### src/rtl/ps2_scancode_decoder.sv
// PS/2 Set-2 scancode decoder: synchronizes receiver bytes, decodes E0/F0/E1 prefixes, queues key events in a FWFT FIFO.
// Optional macro PS2_ASCII_EN adds key_ascii with shift-aware ASCII translation.
module ps2_scancode_decoder #(
  parameter int unsigned FIFO_DEPTH  = 8,
  parameter int unsigned SYNC_STAGES = 2
) (
  input  logic                          clk,
  input  logic                          rst_n,
  input  logic [7:0]                    ps2_data_in,
  input  logic                          ps2_valid_in,
  input  logic                          ps2_err_in,
  output logic [7:0]                    key_code,
  output logic                          key_ext,
  output logic                          key_break,
  output logic                          key_valid,
  input  logic                          key_ready,
  output logic [$clog2(FIFO_DEPTH):0]   fifo_count,
  output logic                          overflow,
  output logic                          frame_err,
  input  logic                          clr_sticky
`ifdef PS2_ASCII_EN
  ,
  output logic [7:0]                    key_ascii
`endif
);

  localparam int unsigned AW = $clog2(FIFO_DEPTH);
  localparam int unsigned CW = AW + 1;

  typedef enum logic [2:0] {S_IDLE, S_EXT, S_BRK, S_EXT_BRK, S_PAUSE} state_t;

  logic [SYNC_STAGES-1:0] sync_q, sync_d;
  logic                   vlast_q, vlast_d;
  logic                   strobe;
  logic                   byte_vld_q, byte_vld_d;
  logic [7:0]             byte_q, byte_d;
  logic                   err_q, err_d;

  state_t                 state_q, state_d;
  logic [2:0]             skip_q, skip_d;
  logic                   push_q, push_d;
  logic [7:0]             push_code_q, push_code_d;
  logic                   push_ext_q, push_ext_d;
  logic                   push_brk_q, push_brk_d;
  logic                   frame_set;
  logic                   is_status;

  logic [7:0]             code_mem [FIFO_DEPTH];
  logic                   ext_mem  [FIFO_DEPTH];
  logic                   brk_mem  [FIFO_DEPTH];
  logic [AW-1:0]          wr_ptr_q, wr_ptr_d, rd_ptr_q, rd_ptr_d;
  logic [CW-1:0]          count_q, count_d;
  logic                   full, pop, wr_en, ovf_set;
  logic                   overflow_q, overflow_d, frame_err_q, frame_err_d;

`ifdef PS2_ASCII_EN
  logic [7:0] push_ascii_q, push_ascii_d;
  logic       shift_l_q, shift_l_d, shift_r_q, shift_r_d;
  logic [7:0] ascii_mem [FIFO_DEPTH];

  function automatic logic [7:0] to_ascii(input logic [7:0] c, input logic upper);
    logic [7:0] a;
    case (c)
      8'h1C: a = "a"; 8'h32: a = "b"; 8'h21: a = "c"; 8'h23: a = "d";
      8'h24: a = "e"; 8'h2B: a = "f"; 8'h34: a = "g"; 8'h33: a = "h";
      8'h43: a = "i"; 8'h3B: a = "j"; 8'h42: a = "k"; 8'h4B: a = "l";
      8'h3A: a = "m"; 8'h31: a = "n"; 8'h44: a = "o"; 8'h4D: a = "p";
      8'h15: a = "q"; 8'h2D: a = "r"; 8'h1B: a = "s"; 8'h2C: a = "t";
      8'h3C: a = "u"; 8'h2A: a = "v"; 8'h1D: a = "w"; 8'h22: a = "x";
      8'h35: a = "y"; 8'h1A: a = "z";
      8'h45: a = "0"; 8'h16: a = "1"; 8'h1E: a = "2"; 8'h26: a = "3";
      8'h25: a = "4"; 8'h2E: a = "5"; 8'h36: a = "6"; 8'h3D: a = "7";
      8'h3E: a = "8"; 8'h46: a = "9";
      8'h29: a = 8'h20;
      8'h5A: a = 8'h0D;
      default: a = 8'h00;
    endcase
    if (upper && a >= "a" && a <= "z") a = a - 8'h20;
    return a;
  endfunction
`endif

  // Byte strobe on a rising edge of the synchronized valid level
  always_comb begin
    sync_d     = {sync_q[SYNC_STAGES-2:0], ps2_valid_in};
    vlast_d    = sync_q[SYNC_STAGES-1];
    strobe     = sync_q[SYNC_STAGES-1] & ~vlast_q;
    byte_vld_d = strobe;
    byte_d     = strobe ? ps2_data_in : byte_q;
    err_d      = strobe ? ps2_err_in  : err_q;
    is_status  = byte_q inside {8'h00, 8'hAA, 8'hEE, 8'hFA, 8'hFC, 8'hFE, 8'hFF};
  end

  always_comb begin
    state_d     = state_q;
    skip_d      = skip_q;
    push_d      = 1'b0;
    push_code_d = byte_q;
    push_ext_d  = 1'b0;
    push_brk_d  = 1'b0;
    frame_set   = 1'b0;
    if (byte_vld_q) begin
      if (err_q) begin
        frame_set = 1'b1;
        state_d   = S_IDLE;
      end else begin
        case (state_q)
          S_IDLE: begin
            if (byte_q == 8'hE0)      state_d = S_EXT;
            else if (byte_q == 8'hF0) state_d = S_BRK;
            else if (byte_q == 8'hE1) begin
              state_d = S_PAUSE;
              skip_d  = 3'd7;
            end else if (!is_status)  push_d = 1'b1;
          end
          S_EXT: begin
            if (byte_q == 8'hF0)      state_d = S_EXT_BRK;
            else if (byte_q != 8'hE0) begin
              push_d     = 1'b1;
              push_ext_d = 1'b1;
              state_d    = S_IDLE;
            end
          end
          S_BRK: begin
            if (byte_q != 8'hF0 && byte_q != 8'hE0) begin
              push_d     = 1'b1;
              push_brk_d = 1'b1;
              state_d    = S_IDLE;
            end
          end
          S_EXT_BRK: begin
            if (byte_q != 8'hF0) begin
              push_d     = 1'b1;
              push_ext_d = 1'b1;
              push_brk_d = 1'b1;
              state_d    = S_IDLE;
            end
          end
          S_PAUSE: begin
            skip_d = skip_q - 3'd1;
            if (skip_q == 3'd1) begin
              push_d      = 1'b1;
              push_code_d = 8'hE1;
              push_ext_d  = 1'b1;
              state_d     = S_IDLE;
            end
          end
          default: state_d = S_IDLE;
        endcase
      end
    end
  end

`ifdef PS2_ASCII_EN
  // Shift state follows non-extended make/break of left (12) and right (59) shift
  always_comb begin
    shift_l_d    = shift_l_q;
    shift_r_d    = shift_r_q;
    push_ascii_d = 8'h00;
    if (push_d && !push_ext_d) begin
      push_ascii_d = to_ascii(push_code_d, shift_l_q | shift_r_q);
      if (push_code_d == 8'h12) shift_l_d = ~push_brk_d;
      if (push_code_d == 8'h59) shift_r_d = ~push_brk_d;
    end
  end
`endif

  always_comb begin
    full        = (count_q == CW'(FIFO_DEPTH));
    pop         = key_valid & key_ready;
    wr_en       = push_q & (~full | pop);
    ovf_set     = push_q & full & ~pop;
    wr_ptr_d    = wr_ptr_q + AW'(wr_en);
    rd_ptr_d    = rd_ptr_q + AW'(pop);
    count_d     = count_q + CW'(wr_en) - CW'(pop);
    overflow_d  = (overflow_q  & ~clr_sticky) | ovf_set;
    frame_err_d = (frame_err_q & ~clr_sticky) | frame_set;
  end

  always_ff @(posedge clk or negedge rst_n) begin
    if (!rst_n) begin
      sync_q       <= '0;
      vlast_q      <= 1'b0;
      byte_vld_q   <= 1'b0;
      byte_q       <= '0;
      err_q        <= 1'b0;
      state_q      <= S_IDLE;
      skip_q       <= '0;
      push_q       <= 1'b0;
      push_code_q  <= '0;
      push_ext_q   <= 1'b0;
      push_brk_q   <= 1'b0;
      wr_ptr_q     <= '0;
      rd_ptr_q     <= '0;
      count_q      <= '0;
      overflow_q   <= 1'b0;
      frame_err_q  <= 1'b0;
`ifdef PS2_ASCII_EN
      push_ascii_q <= '0;
      shift_l_q    <= 1'b0;
      shift_r_q    <= 1'b0;
`endif
    end else begin
      sync_q       <= sync_d;
      vlast_q      <= vlast_d;
      byte_vld_q   <= byte_vld_d;
      byte_q       <= byte_d;
      err_q        <= err_d;
      state_q      <= state_d;
      skip_q       <= skip_d;
      push_q       <= push_d;
      push_code_q  <= push_code_d;
      push_ext_q   <= push_ext_d;
      push_brk_q   <= push_brk_d;
      wr_ptr_q     <= wr_ptr_d;
      rd_ptr_q     <= rd_ptr_d;
      count_q      <= count_d;
      overflow_q   <= overflow_d;
      frame_err_q  <= frame_err_d;
`ifdef PS2_ASCII_EN
      push_ascii_q <= push_ascii_d;
      shift_l_q    <= shift_l_d;
      shift_r_q    <= shift_r_d;
`endif
    end
  end

  always_ff @(posedge clk) begin
    if (wr_en) begin
      code_mem[wr_ptr_q]  <= push_code_q;
      ext_mem[wr_ptr_q]   <= push_ext_q;
      brk_mem[wr_ptr_q]   <= push_brk_q;
`ifdef PS2_ASCII_EN
      ascii_mem[wr_ptr_q] <= push_ascii_q;
`endif
    end
  end

  // Head fields are gated so outputs read 0 while the FIFO is empty
  always_comb begin
    key_valid  = (count_q != '0);
    key_code   = key_valid ? code_mem[rd_ptr_q] : '0;
    key_ext    = key_valid & ext_mem[rd_ptr_q];
    key_break  = key_valid & brk_mem[rd_ptr_q];
    fifo_count = count_q;
    overflow   = overflow_q;
    frame_err  = frame_err_q;
`ifdef PS2_ASCII_EN
    key_ascii  = key_valid ? ascii_mem[rd_ptr_q] : '0;
`endif
  end

endmodule
### config.mk
export PLATFORM = sky130hd
export DESIGN_NAME = ps2_scancode_decoder
export DESIGN_NICKNAME = d
export VERILOG_FILES = /design/src/rtl/ps2_scancode_decoder.sv
export SDC_FILE = /design/constraint.sdc
export NUM_CORES = 1
export LEC_CHECK = 0
export BUFFER_PORTS_ARGS = -buffer_cell sky130_fd_sc_hd__buf_2
export CAP_MARGIN = 10
export CORE_UTILIZATION = 31
export DETAILED_ROUTE_END_ITERATION = 8
export RECOVER_POWER = 50
export SLEW_MARGIN = 40
export SYNTH_ARGS = -nofsm -noshare
export SYNTH_HDL_FRONTEND = slang
export SYNTH_SLANG_ARGS = --single-unit
### constraint.sdc
create_clock -name clk -period 4.2 [get_ports clk]
set_clock_uncertainty 0.15 [all_clocks]
set_input_delay 0.63 -clock clk [delete_from_list [all_inputs] [get_ports clk]]
set_output_delay 0.63 -clock clk [all_outputs]
set_load 0.01 [all_outputs]
After elaboration in Yosys (flattened, before gate mapping)
Memory sizes are Yosys's and may differ from the RTL's.
Index checks and enable logic that the tools add are counted.

word-level totals
  register bits = 42
  RAM bits = 80
  memories kept = 3

memories
  name      words  width  rd ports  clocked after Yosys merged registers in  wr ports  line  text
  code_mem  8      8      1         0                                        1         48    logic [7:0] code_mem [FIFO_DEPTH];
  brk_mem   8      1      1         0                                        1         50    logic brk_mem [FIFO_DEPTH];
  ext_mem   8      1      1         0                                        1         49    logic ext_mem [FIFO_DEPTH];

cells by class
  add/subtract/negate cells = 5
  equal/unequal tests = 25
  muxes and demuxes = 41
  bitwise operators = 17
  reduce and logical (&&, ||, !) cells = 8

operators by type and width
  operator              number
  $eq A8 B8 Y1 const B  9
  $mux W8               5
  $mux W3               12
  $mux W1               19
  $ne A8 B8 Y1 const B  2
  $pmux W3 S5           1
  $reduce_and A6 Y1     2
  $and A1 B1 Y1         9
  $ne A3 B3 Y1 const B  3
  $logic_not A8 Y1      1
  $reduce_bool A7 Y1    1
  $add A3 B1 Y3         2
  $eq A3 B1 Y1 const B  2
  $eq A3 B2 Y1 const B  2
  $ne A2 B2 Y1 const B  3
  $pmux W3 S2           1
  $ne A5 B5 Y1 const B  1
  $not A1 Y1            5
  $pmux W1 S5           1
  $add A4 B1 Y4         1
  $eq A4 B4 Y1 const B  1
  $ne A4 B4 Y1 const B  1
  $reduce_bool A4 Y1    1
  $sub A4 B1 Y4         1
  other kinds (8)       10

Longest topological paths before layout
Gate-level depths: netlist of run 1.

  depth in word-level cells = 9
  mapped depth = 11
  depth with buffers taken out = 11

Least setup slack after synthesis of run 1
No wires, ideal clock.

  kind = register to register
  start point = register count_q[2] (netlist: fifo_count[2])
  end point = memory brk_mem[0] (enable)
  setup time = 390 ps
  arrival = 1958 ps
  required time = 3660 ps
  path slack = 1702 ps
  cell stages (with the launch flop) = 7
  path buffers = 0
  path through = dfrtp_1 -> inv_1 -> ha_1 -> nand2b_1 -> a31oi_1 -> nand2b_1 -> nor3_1

on the way
  cells in the longest elaborated chain, start to end = 6
  elaborated cells on any way between the ends = 8
  those cells by class = eq/ne (1); mux (2); bitwise (4); reduce/logical (1)

RTL lines
  item                                                       line      text
  from (decl)                                                52        logic [CW-1:0] count_q, count_d;
  from (signal assigned)                                     217       count_q <= count_d;
  $reduce_bool A4 Y1 / $eq A4 B4 Y1 (equally long branches)  241, 169
  $and A1 B1 Y1 / $not A1 Y1 (equally long branches)         170, 171
  $or A1 B1 Y1 (*)                                           171       wr_en = push_q & (~full | pop);
  $and A1 B1 Y1 (*)                                          171
  $mux W1 (*)                                                229       if (wr_en) begin
  $mux W1 (implied by the code) (*)                          232       brk_mem[wr_ptr_q] <= push_brk_q;
  to (decl)                                                  50

Every way passes the cells marked *; elsewhere a longest branch is shown, timed or not.

Worst setup path after layout of run 1
  start point = register rd_ptr_q[0]
  end point = output port key_ext

on the way
  cells in the longest elaborated chain, start to end = 2

RTL lines
  item                    line  text
  from (decl)             51    logic [AW-1:0] wr_ptr_q, wr_ptr_d, rd_ptr_q, rd_ptr_d;
  from (signal assigned)  216   rd_ptr_q <= rd_ptr_d;
  $mem_v2 Z8 W1           --
  $and A1 B1 Y1           243   key_ext = key_valid & ext_mem[rd_ptr_q];
  to (decl)               13    output logic key_ext,

Every way passes these cells.

==> metrics.txt, run 1 <==
status=finished, violations left; failing checks=capacitance limit, slew limit; layout overhead on the synthesized area=20.8%; Mapped Cells=approximately 310; Worst-path clk slew=0.06 ns; root buffer cell=clkbuf_16; Cell Pwr Density=around 650 nW/um^2; row count=46; YS warnings=0; via count=about 2,700; Final Hold Viols=0; critical path class=register to primary output; TritonCTS Buffers=17; most instantiated library cell after synthesis=edfxtp_1; endpoints failing setup=0; DIE WIDTH=about 130 um; top fanout value on the critical path=21; fraction of registers with async set/reset=around 34%; CTS tree=built; hpwl dp=~5900 um; critical path endpoint category=primary output; Mapped Area=5000 um^2; Top FF cell, synth=edfxtp_1; met1 usage=about 16%; DR pass1 iterations=4; DR DRC count=0; Slew HR=-48.1%; top-area cell type share of the netlist area=approximately 48%; largest net degree at the start of global routing=43; sequential-to-total area share from yosys stat=about 69%; CP Data Arrival Time=~2.1 ns; DR WL/cell=roughly 16 um; post-CTS resize count=0; RSZ-0062 raised after global routing=no; Slew Limit Fails=43; Final nets=376; drt total wl=between 9000 and 10,000 um; Min-Delay Path Class=input pin to register; Pleak=between 0.002 and 0.0025 uW; Post-synth top cells=edfxtp_1 (80), dfrtp_1 (42), nor2_1 (22); GPL Wtd Cong=roughly 0.83; Max-Cap Viols=1; syn_area_per_cell=~16 um^2; fill count=around 1,500; DRT antenna net count=0; hold buffer count at CTS=0; total congestion overflow=0; die area=~17,000 um^2; Area contributors post-synth=edfxtp_1 (48%), dfrtp_1 (21%), mux4_2 (9.0%), ha_1 (3.0%), mux2i_1 (2.0%); CP startpoint kind=register; share of cells above drive strength 1=between 20% and 30%; number of flops mapped to enable cells by yosys=80; met3 Use GR=4.00%; latest clock arrival within the worst-skew pair=0.41 ns; Total Routing Usage GR=between 10% and 20%; min Tclk post-route=between 2 and 3 ns; initial core utilization=approximately a third; CTS H-tree lvls=4; fmax=approximately 340 MHz; initial antenna violation count=0; IO Port Bufs=30; Post-Syn Nets=roughly 330; Synth Register Bits=roughly 120; initial DRC count=roughly 170; ANT cells=0; final cycle utilization of the critical path=69.3%; M2 GR Usage=roughly a fifth; vias in the first global route=2,868; CTS Sinks=approximately 120; vias per cell=4.68; setup TNS=0 ns; I/O pin total=31; Slew @ Worst Pin=2.22 ns; first-pass GRT wire length=approximately 15,000 um; core box area=roughly 16,000 um^2; Clock Path Buffers=2; Worst VDD drop=0.304 mV; Layout Cells excl Fill=~580; dominant cell type by area after synthesis=edfxtp_1; # Post-CTS Setup Buffers=0; placed insts=~550; post-synth cell types=40; Worst EP required=about 3.4 ns; Most Crowded Layer GR=met2; Die H=about 130 um
-- through the flow --
step	hold slack [ns]	worst slack, ns	util, %	total power (uW)	instance area [um^2]
2_1_floorplan	0.181	1.70	-	2170	5000
3_3_place_gp	0.187	1.49	34.2	2440	5410
3_5_place_dp	0.192	1.42	34.3	2470	5420
4_1_cts	0.0585	1.22	38.2	4000	6050
5_1_grt	0.161	1.12	38.2	4150	6040
6_report	0.180	1.29	38.2	3950	6040
-- registers in the layout, summed over array words and instances, names as in the netlist --
signal and cells:
rd_ptr_q 3, fifo_count 4, frame_err 1, ext_mem 8, skip_q 3, code_mem 64, push_code_q 8, byte_vld_q 1
sync_q 2, vlast_q 1, wr_ptr_q 3, err_q 1, push_ext_q 1, byte_q 8, brk_mem 8, state_q 3
push_brk_q 1, push_q 1, overflow 1
-- logic make-up after synthesis --
logic type / share of synthesized area, %
flops: 69.0
xor+xnor: 0.876
mux: 12.8
compound gates: 3.88
buf+inv: 2.35
simple gates: 7.65
fa+ha+maj: 3.40
-- cell usage in the layout (no fill, tap or decap), types with 7 or more instances in the layout --
cell type and instances:
edfxtp_1 80, dfrtp_1 41, buf_2 29, mux4_2 20
inv_1 18, nor2_1 18, clkbuf_16 17, ha_1 12
mux2i_1 10, nand2b_1 9, nand2_1 9, mux2_2 8
a21oi_1 7, o21ai_0 7
-- worst paths after layout --
| kind | to | startpoint | slack (ns) | cells after the start |
|---|---|---|---|---|
| max | key_ext | rd_ptr_q[0] | 1.29 | 5 |
| min | sync_q[0] | ps2_valid_in | 0.18 | 1 |
| max reg2reg | fifo_count[1] | fifo_count[1] | 1.40 | 10 |
| min reg2reg | sync_q[1] | sync_q[0] | 0.20 | 0 |
| max in group asynchronous | rd_ptr_q[1] | rst_n | 1.74 | 1 |
| min in group asynchronous | fifo_count[2] | rst_n | 0.73 | 1 |
-- routing by layer --
metal	vias up	part of all wire, %
met3	15	3.5
li1	1236	-
met4	0	1.4
met1	1393	47
met5	-	0
met2	57	48
-- power by group --
part / leakage, uW / internal (uW) / switching [uW] / total (uW)
Combinational: 0.000754 / 428 / 404 / 832
Sequential: 0.00125 / 1420 / 177 / 1600
Clock: 0.000297 / 992 / 528 / 1520
Total: 0.00230 / 2840 / 1110 / 3950
-- worst max-delay path, cell delays in order (launching register included) --
cell and delay [ns]:
dfrtp_1 0.32, buf_4 0.37, mux4_2 0.56, mux2i_1 0.21, nor2_1 0.08, buf_2 0.17
-- cell type report --
| class | instances | area, um^2 | share of cell area [%] |
|---|---|---|---|
| tap | 216 | 270 | 4.47 |
| timing repair buffer | 35 | 186 | 3.09 |
| clock inverter | 14 | 196 | 3.25 |
| inverter | 18 | 67.6 | 1.12 |
| sequential | 122 | 3450 | 57.2 |
| multi-input combinational | 155 | 1440 | 23.9 |
| clock buffer | 17 | 425 | 7.04 |
Power figures use the tool's default switching activity.
==> run 2: changes to the inputs <==
==> constraint.sdc (replaced) <==
create_clock -name clk -period 2.9 [get_ports clk]
set_clock_uncertainty 0.15 [all_clocks]
set_input_delay 0.435 -clock clk [delete_from_list [all_inputs] [get_ports clk]]
set_output_delay 0.435 -clock clk [all_outputs]
set_load 0.01 [all_outputs]
==> run 2 against run 1 <==
Net effect:
- the flow now finishes without violations
- cell area rose by 0.54%
- wire length rose by 0.70%
- register-to-register slack got worse by 0.99 ns
- combinational power rose by 55%
- via count rose by 0.15%
- final cell count rose by 1.6%
- sequential share of layout area fell by 0.33 points
- die area did not move
- non-clock buffer count rose by 8
- count of clock-buffer cells in the layout did not move
- worst setup slack got worse by 0.96 ns
- largest cell class unchanged
==> metrics.txt, run 2 (synthesized netlist as in run 1, its figures left out) <==
critical path endpoint category=primary output (unchanged); # Post-CTS Setup Buffers=0 (unchanged); most frequent cells in the layout=edfxtp_1 (80), dfrtp_1 (42), buf_2 (29) (was edfxtp_1 (80), dfrtp_1 (41), buf_2 (29)); Slew @ Worst Pin=1.05 ns (was 2.22 ns); CTS Sinks=122 (unchanged); core box area=15,800 um^2 (unchanged); initial DRC count=169 (was 171); initial core utilization=31.6% (unchanged); RSZ-0062 raised after global routing=no (unchanged); Min-Delay Path Class=input pin to register (unchanged); layout overhead on the synthesized area=21.4% (was 20.8%); endpoints failing setup=0 (unchanged); post-CTS resize count=0 (unchanged); commonest non-fill, non-tap cell in the layout=edfxtp_1 (unchanged); fill count=1,472 (was 1,466); total congestion overflow=0 (unchanged); share of cells above drive strength 1=28.4% (was 28.3%); Cell Pwr Density=927 nW/um^2 (was 654 nW/um^2); root buffer cell=clkbuf_16 (unchanged); vias per cell=4.62 (was 4.68); critical path class=register to primary output (unchanged); drt total wl=9450 um (was 9390 um); initial antenna violation count=0 (unchanged); Pleak=0.00233 uW (was 0.00230 uW); Layout Cell Area excl Fill=6070 um^2 (was 6040 um^2); via count=2,705 (was 2,701); Clock Path Buffers=2 (unchanged); DR DRC count=0 (unchanged); GPL Wtd Cong=0.846 (was 0.830); DR WL/cell=16.1 um (was 16.3 um); first-pass GRT wire length=15,000 um (was 15,100 um); CTS H-tree lvls=4 (unchanged); Total Routing Usage GR=12.6% (about the same); die area=16,600 um^2 (unchanged); Slew Limit Fails=0 (was 43); CTS tree=built (unchanged); hold buffer count at CTS=2 (was 0); DIE WIDTH=129 um (unchanged); TritonCTS Buffers=17 (unchanged); CP Data Arrival Time=1.99 ns (was 2.13 ns); Worst VDD drop=0.425 mV (was 0.304 mV); Layout Cells excl Fill=586 (was 577); Setup WS pre-CTS=0.397 ns (was 1.42 ns); placed insts=552 (was 546); Die H=129 um (unchanged); vias in the first global route=2,758 (was 2,868); DRT antenna net count=0 (unchanged); hpwl dp=5940 um (was 5950 um); IO Port Bufs=30 (unchanged); min Tclk post-route=2.58 ns; Worst EP required=2.32 ns (was 3.42 ns); row count=46 (unchanged); largest net degree at the start of global routing=43 (unchanged); latest clock arrival within the worst-skew pair=0.41 ns (about the same); I/O pin total=31 (unchanged); CP startpoint kind=register (unchanged); Worst-path clk slew=0.06 ns (about the same); Placed Area=5470 um^2 (was 5420 um^2); setup TNS=0 ns (unchanged); Biggest register=code_mem (unchanged); final setup margin=0.324 ns (was 1.29 ns); top fanout value on the critical path=20 (was 21); ANT cells=0 (unchanged); status=finished, final reports clean (was finished, violations left); fmax=just under 400 MHz; max reg flops=64 (unchanged); final cycle utilization of the critical path=approximately 89%; Final Hold Viols=0 (unchanged); Max-Cap Viols=0 (was 1); Final nets=384 (was 376); DR pass1 iterations=4 (unchanged); Slew HR=30.2% (was -48.1%); Pwr Total=5630 uW (was 3950 uW)
-- run 2: changes by cell type in the layout (fill, tap and decap cells not counted), sizes merged --
cell / before / now
inv: 20 / 24
bufinv: 4 / 2
dlygate4sd3: 0 / 2
clkinvlp: 2 / 3
buf: 34 / 40
clkinv: 6 / 4
-- run 2: layout make-up --
cell class	count	area, um^2	area share [%]
sequential	122	3450	56.8
clock inverter	15	161	2.66
inverter	18	67.6	1.11
tap	216	270	4.45
clock buffer	17	425	7.00
timing repair buffer	43	265	4.37
multi-input combinational	155	1430	23.6
-- run 2: path summary, 6_finish.rpt --
| check | from | to | slack, ns | depth (start not counted) |
|---|---|---|---|---|
| hold reg to reg | sync_q[0] | sync_q[1] | 0.21 | 0 |
| hold / removal | clr_sticky | frame_err | 0.07 | 2 |
| setup reg to reg | fifo_count[2] | fifo_count[2] | 0.41 | 11 |
| min in group asynchronous | rst_n | fifo_count[0] | 0.60 | 2 |
| setup / recovery | rd_ptr_q[0] | key_break | 0.32 | 5 |
| max in group asynchronous | rst_n | push_ext_q | 1.36 | 2 |
-- run 2: layer usage --
metal | wire (um) | global-route usage [%] | vias to the layer above
met1 | 4410 | 15.9 | 1371
met4 | 167 | 6.23 | 0
met3 | 368 | 3.51 | 13
li1 | - | - | 1259
met5 | 0 | 0 | -
met2 | 4510 | 20.2 | 62
-- run 2: per-stage QoR --
stage	hold WS, ns	utilization (%)
2_1_floorplan	-0.0106	-
3_3_place_gp	0.185	34.5
3_5_place_dp	0.195	34.6
4_1_cts	0.0597	38.4
5_1_grt	0.0689	38.4
6_report	0.0719	38.4
-- run 2: worst max-delay path: stages, from the launching register on --
cell and delay [ns]:
dfrtp_1 0.40, buf_12 0.22, mux4_2 0.51, mux2i_1 0.24
nor2_1 0.06, buf_2 0.14
-- run 2: where the power goes --
part | internal, uW | switching (uW) | total [uW]
Clock | 1280 | 808 | 2090
Combinational | 657 | 628 | 1290
Sequential | 2060 | 202 | 2260
==> run 3: changes to the inputs <==
--- a/config.mk
+++ b/config.mk
@@ -7,8 +7,13 @@
 export LEC_CHECK = 0
 export BUFFER_PORTS_ARGS = -buffer_cell sky130_fd_sc_hd__buf_2
 export CAP_MARGIN = 10
+export CELL_PAD_IN_SITES_DETAIL_PLACEMENT = 2
+export CELL_PAD_IN_SITES_GLOBAL_PLACEMENT = 2
 export CORE_UTILIZATION = 31
+export CTS_CLUSTER_SIZE = 12
 export DETAILED_ROUTE_END_ITERATION = 8
+export GPL_TIMING_DRIVEN = 0
+export PLACE_DENSITY_LB_ADDON = 0.1
 export RECOVER_POWER = 50
 export SLEW_MARGIN = 40
 export SYNTH_ARGS = -nofsm -noshare
==> run 3 against run 2 <==
Net effect:
- wire length rose by 15%
- clock power rose by 3%
- die area did not move
- register-to-register slack got worse by 0.08 ns
- final cell count rose by 0.34%
- count of clock-buffer cells in the layout did not move
- via count fell by 0.30%
- maximum frequency fell by 5.6%
- sequential share of layout area fell by 0.23 points
- combinational power rose by 5%
- largest cell class unchanged
==> metrics.txt, run 3 (synthesized netlist as in run 1, its figures left out) <==
status=finished, final reports clean (unchanged); initial core utilization=31.6% (unchanged); DIE WIDTH=129 um (unchanged); Reg power frac=38.7% (was 40.1%); core box area=15,800 um^2 (unchanged); CTS Sinks=122 (unchanged); Worst VDD drop=0.388 mV (was 0.425 mV); TritonCTS Buffers=17 (unchanged); fill count=1,569 (was 1,472); Slew HR=25.9% (was 30.2%); final cycle utilization of the critical path=94.1% (was 88.8%); Worst R2R Start=fifo_count[2] (unchanged); hpwl dp=7480 um (was 5940 um); # Post-CTS Setup Buffers=0 (unchanged); total congestion overflow=0 (unchanged); I/O pin total=31 (unchanged); DRT antenna net count=0 (unchanged); CTS H-tree lvls=4 (unchanged); first-pass GRT wire length=17,600 um (was 15,000 um); CTS tree=built (unchanged); CP startpoint kind=register (unchanged); die area=16,600 um^2 (unchanged); max reg flops=64 (unchanged); DR WL/cell=18.6 um (was 16.1 um); reg-to-reg endpoint=ext_mem[1] (was fifo_count[2]); net switching power=1610 uW (was 1640 uW); critical path endpoint category=primary output (unchanged); Min-Delay Path Class=input pin to register (unchanged); fmax=367 MHz (was 388 MHz); Final nets=386 (was 384); root buffer cell=clkbuf_16 (unchanged); initial DRC count=122 (was 169); Combinational Power Share=23.6% (was 22.8%); most frequent cells in the layout=edfxtp_1 (80), dfrtp_1 (42), buf_2 (34) (was edfxtp_1 (80), dfrtp_1 (42), buf_2 (29)); hold path startpoint=clr_sticky (unchanged); Worst EP required=2.32 ns (about the same); Cell Pwr Density=940 nW/um^2 (was 927 nW/um^2); ANT cells=0 (unchanged); min Tclk post-route=2.73 ns (was 2.58 ns); Setup WS pre-CTS=0.235 ns (was 0.397 ns); Biggest register=code_mem (unchanged); Die H=129 um (unchanged); Hold EP=overflow (was frame_err); latest clock arrival within the worst-skew pair=0.41 ns (about the same); commonest non-fill, non-tap cell in the layout=edfxtp_1 (unchanged); worst reg2reg setup slack=0.33 ns (was 0.41 ns); top fanout value on the critical path=10 (was 20); vias in the first global route=3,032 (was 2,758); layout overhead on the synthesized area=21.9% (was 21.4%); GPL Wtd Cong=0.678 (was 0.846); Sw Share=28.1% (was 29.1%); IO Port Bufs=30 (unchanged); Slew Limit Fails=0 (unchanged); RSZ-0062 raised after global routing=no (unchanged); Total Routing Usage GR=14.9% (was 12.6%); Multi-input gate area=1460 um^2 (was 1430 um^2); endpoints failing setup=0 (unchanged); Register Area=3450 um^2 (unchanged); WHS Path Cells=2 (unchanged); Final Hold Viols=0 (unchanged); row count=46 (unchanged); DR DRC count=0 (unchanged); largest net degree at the start of global routing=43 (unchanged); Int Power=4120 uW (was 3990 uW); vias per cell=4.59 (was 4.62); Worst Reg-to-Reg Cells=7 (was 11); Worst-path clk slew=0.05 ns (was 0.06 ns); Clock Path Buffers=2 (unchanged); via count=2,697 (was 2,705); Slew @ Worst Pin=1.11 ns (was 1.05 ns); drt total wl=10,900 um (was 9450 um); critical path class=register to primary output (unchanged); DR pass1 iterations=4 (unchanged); Pwr Total=5730 uW (was 5630 uW); Clk pwr share=37.8% (was 37.0%); initial antenna violation count=0 (unchanged); share of cells above drive strength 1=29.6% (was 28.4%); final setup margin=0.172 ns (was 0.324 ns); CP Data Arrival Time=2.14 ns (was 1.99 ns); Max-Cap Viols=0 (unchanged); Pleak=0.00234 uW (was 0.00233 uW)
## run 3: cell types whose count changed in the layout (fill, tap and decap cells not counted), sizes merged
cell,delta
bufinv,+2
buf,-4
clkbuf,+6
clkinvlp,-1
inv,-5
clkinv,+4
## run 3: what timing repair did
item                                    4_1_cts  5_1_grt
resized for setup                             0        5
hold endpoints to repair                     43        0
hold buffers                                  2        0
endpoints found under the setup margin        0        8
## run 3: final cells by class
| class | instances | share of cell area [%] |
|---|---|---|
| buffer | 10 | 0.903 |
| clock buffer | 17 | 6.97 |
| clock inverter | 15 | 2.95 |
| inverter | 18 | 1.11 |
| multi-input combinational | 155 | 23.9 |
| sequential | 122 | 56.6 |
| tap | 216 | 4.43 |
| timing repair buffer | 35 | 3.14 |
## run 3: worst max-delay path by stage
stage                        startpoint           to  slack [ns]  cells after the start
after global routing        rd_ptr_q[0]  key_code[3]        0.01                      5
after global placement    fifo_count[2]   ext_mem[1]       -0.44                      6
after detailed placement  fifo_count[2]   ext_mem[1]        0.23                      7
after CTS                   rd_ptr_q[1]  key_code[3]        0.03                      5
final                       rd_ptr_q[0]  key_code[3]        0.17                      5
after floorplan           fifo_count[2]   brk_mem[0]        0.40                      6
## run 3: power by group through the flow
stage | registers, uW | clock network [uW] | logic (uW)
after floorplan | 2210 | 0 | 930
after global placement | 2240 | 0 | 1350
after detailed placement | 2260 | 0 | 1400
after CTS | 2220 | 2230 | 1400
after global routing | 2250 | 2300 | 1520
final | 2220 | 2160 | 1350
## run 3: metal layers
metal  GRT usage (%)  vias up  part of all wire, %  wire length [um]
met3            4.34        9                  3.0               323
met2            24.5       35                   49              5380
met1            18.8     1398                   47              5100
li1                -     1255                    -                 -
met4            5.40        0                  1.0               112
met5               0        -                    0                 0
## run 3: critical path, cell delays in order, from the launching register on
cell,delay [ns]
dfrtp_1,0.36
buf_2,0.37
mux4_2,0.55
mux2i_1,0.22
nor2_1,0.06
buf_2,0.16
## run 3: through the flow
step	instance area [um^2]	std cells	hold slack, ns	util (%)	TNS [ns]
finish	6100	588	0.0881	38.5	0
global route	6100	588	0.0928	38.5	0
CTS	6100	588	0.0652	38.5	0
detailed placement	5470	554	0.196	34.6	0
global placement	5420	551	0.184	34.3	-8.70
floorplan	5000	305	-0.0106	-	0
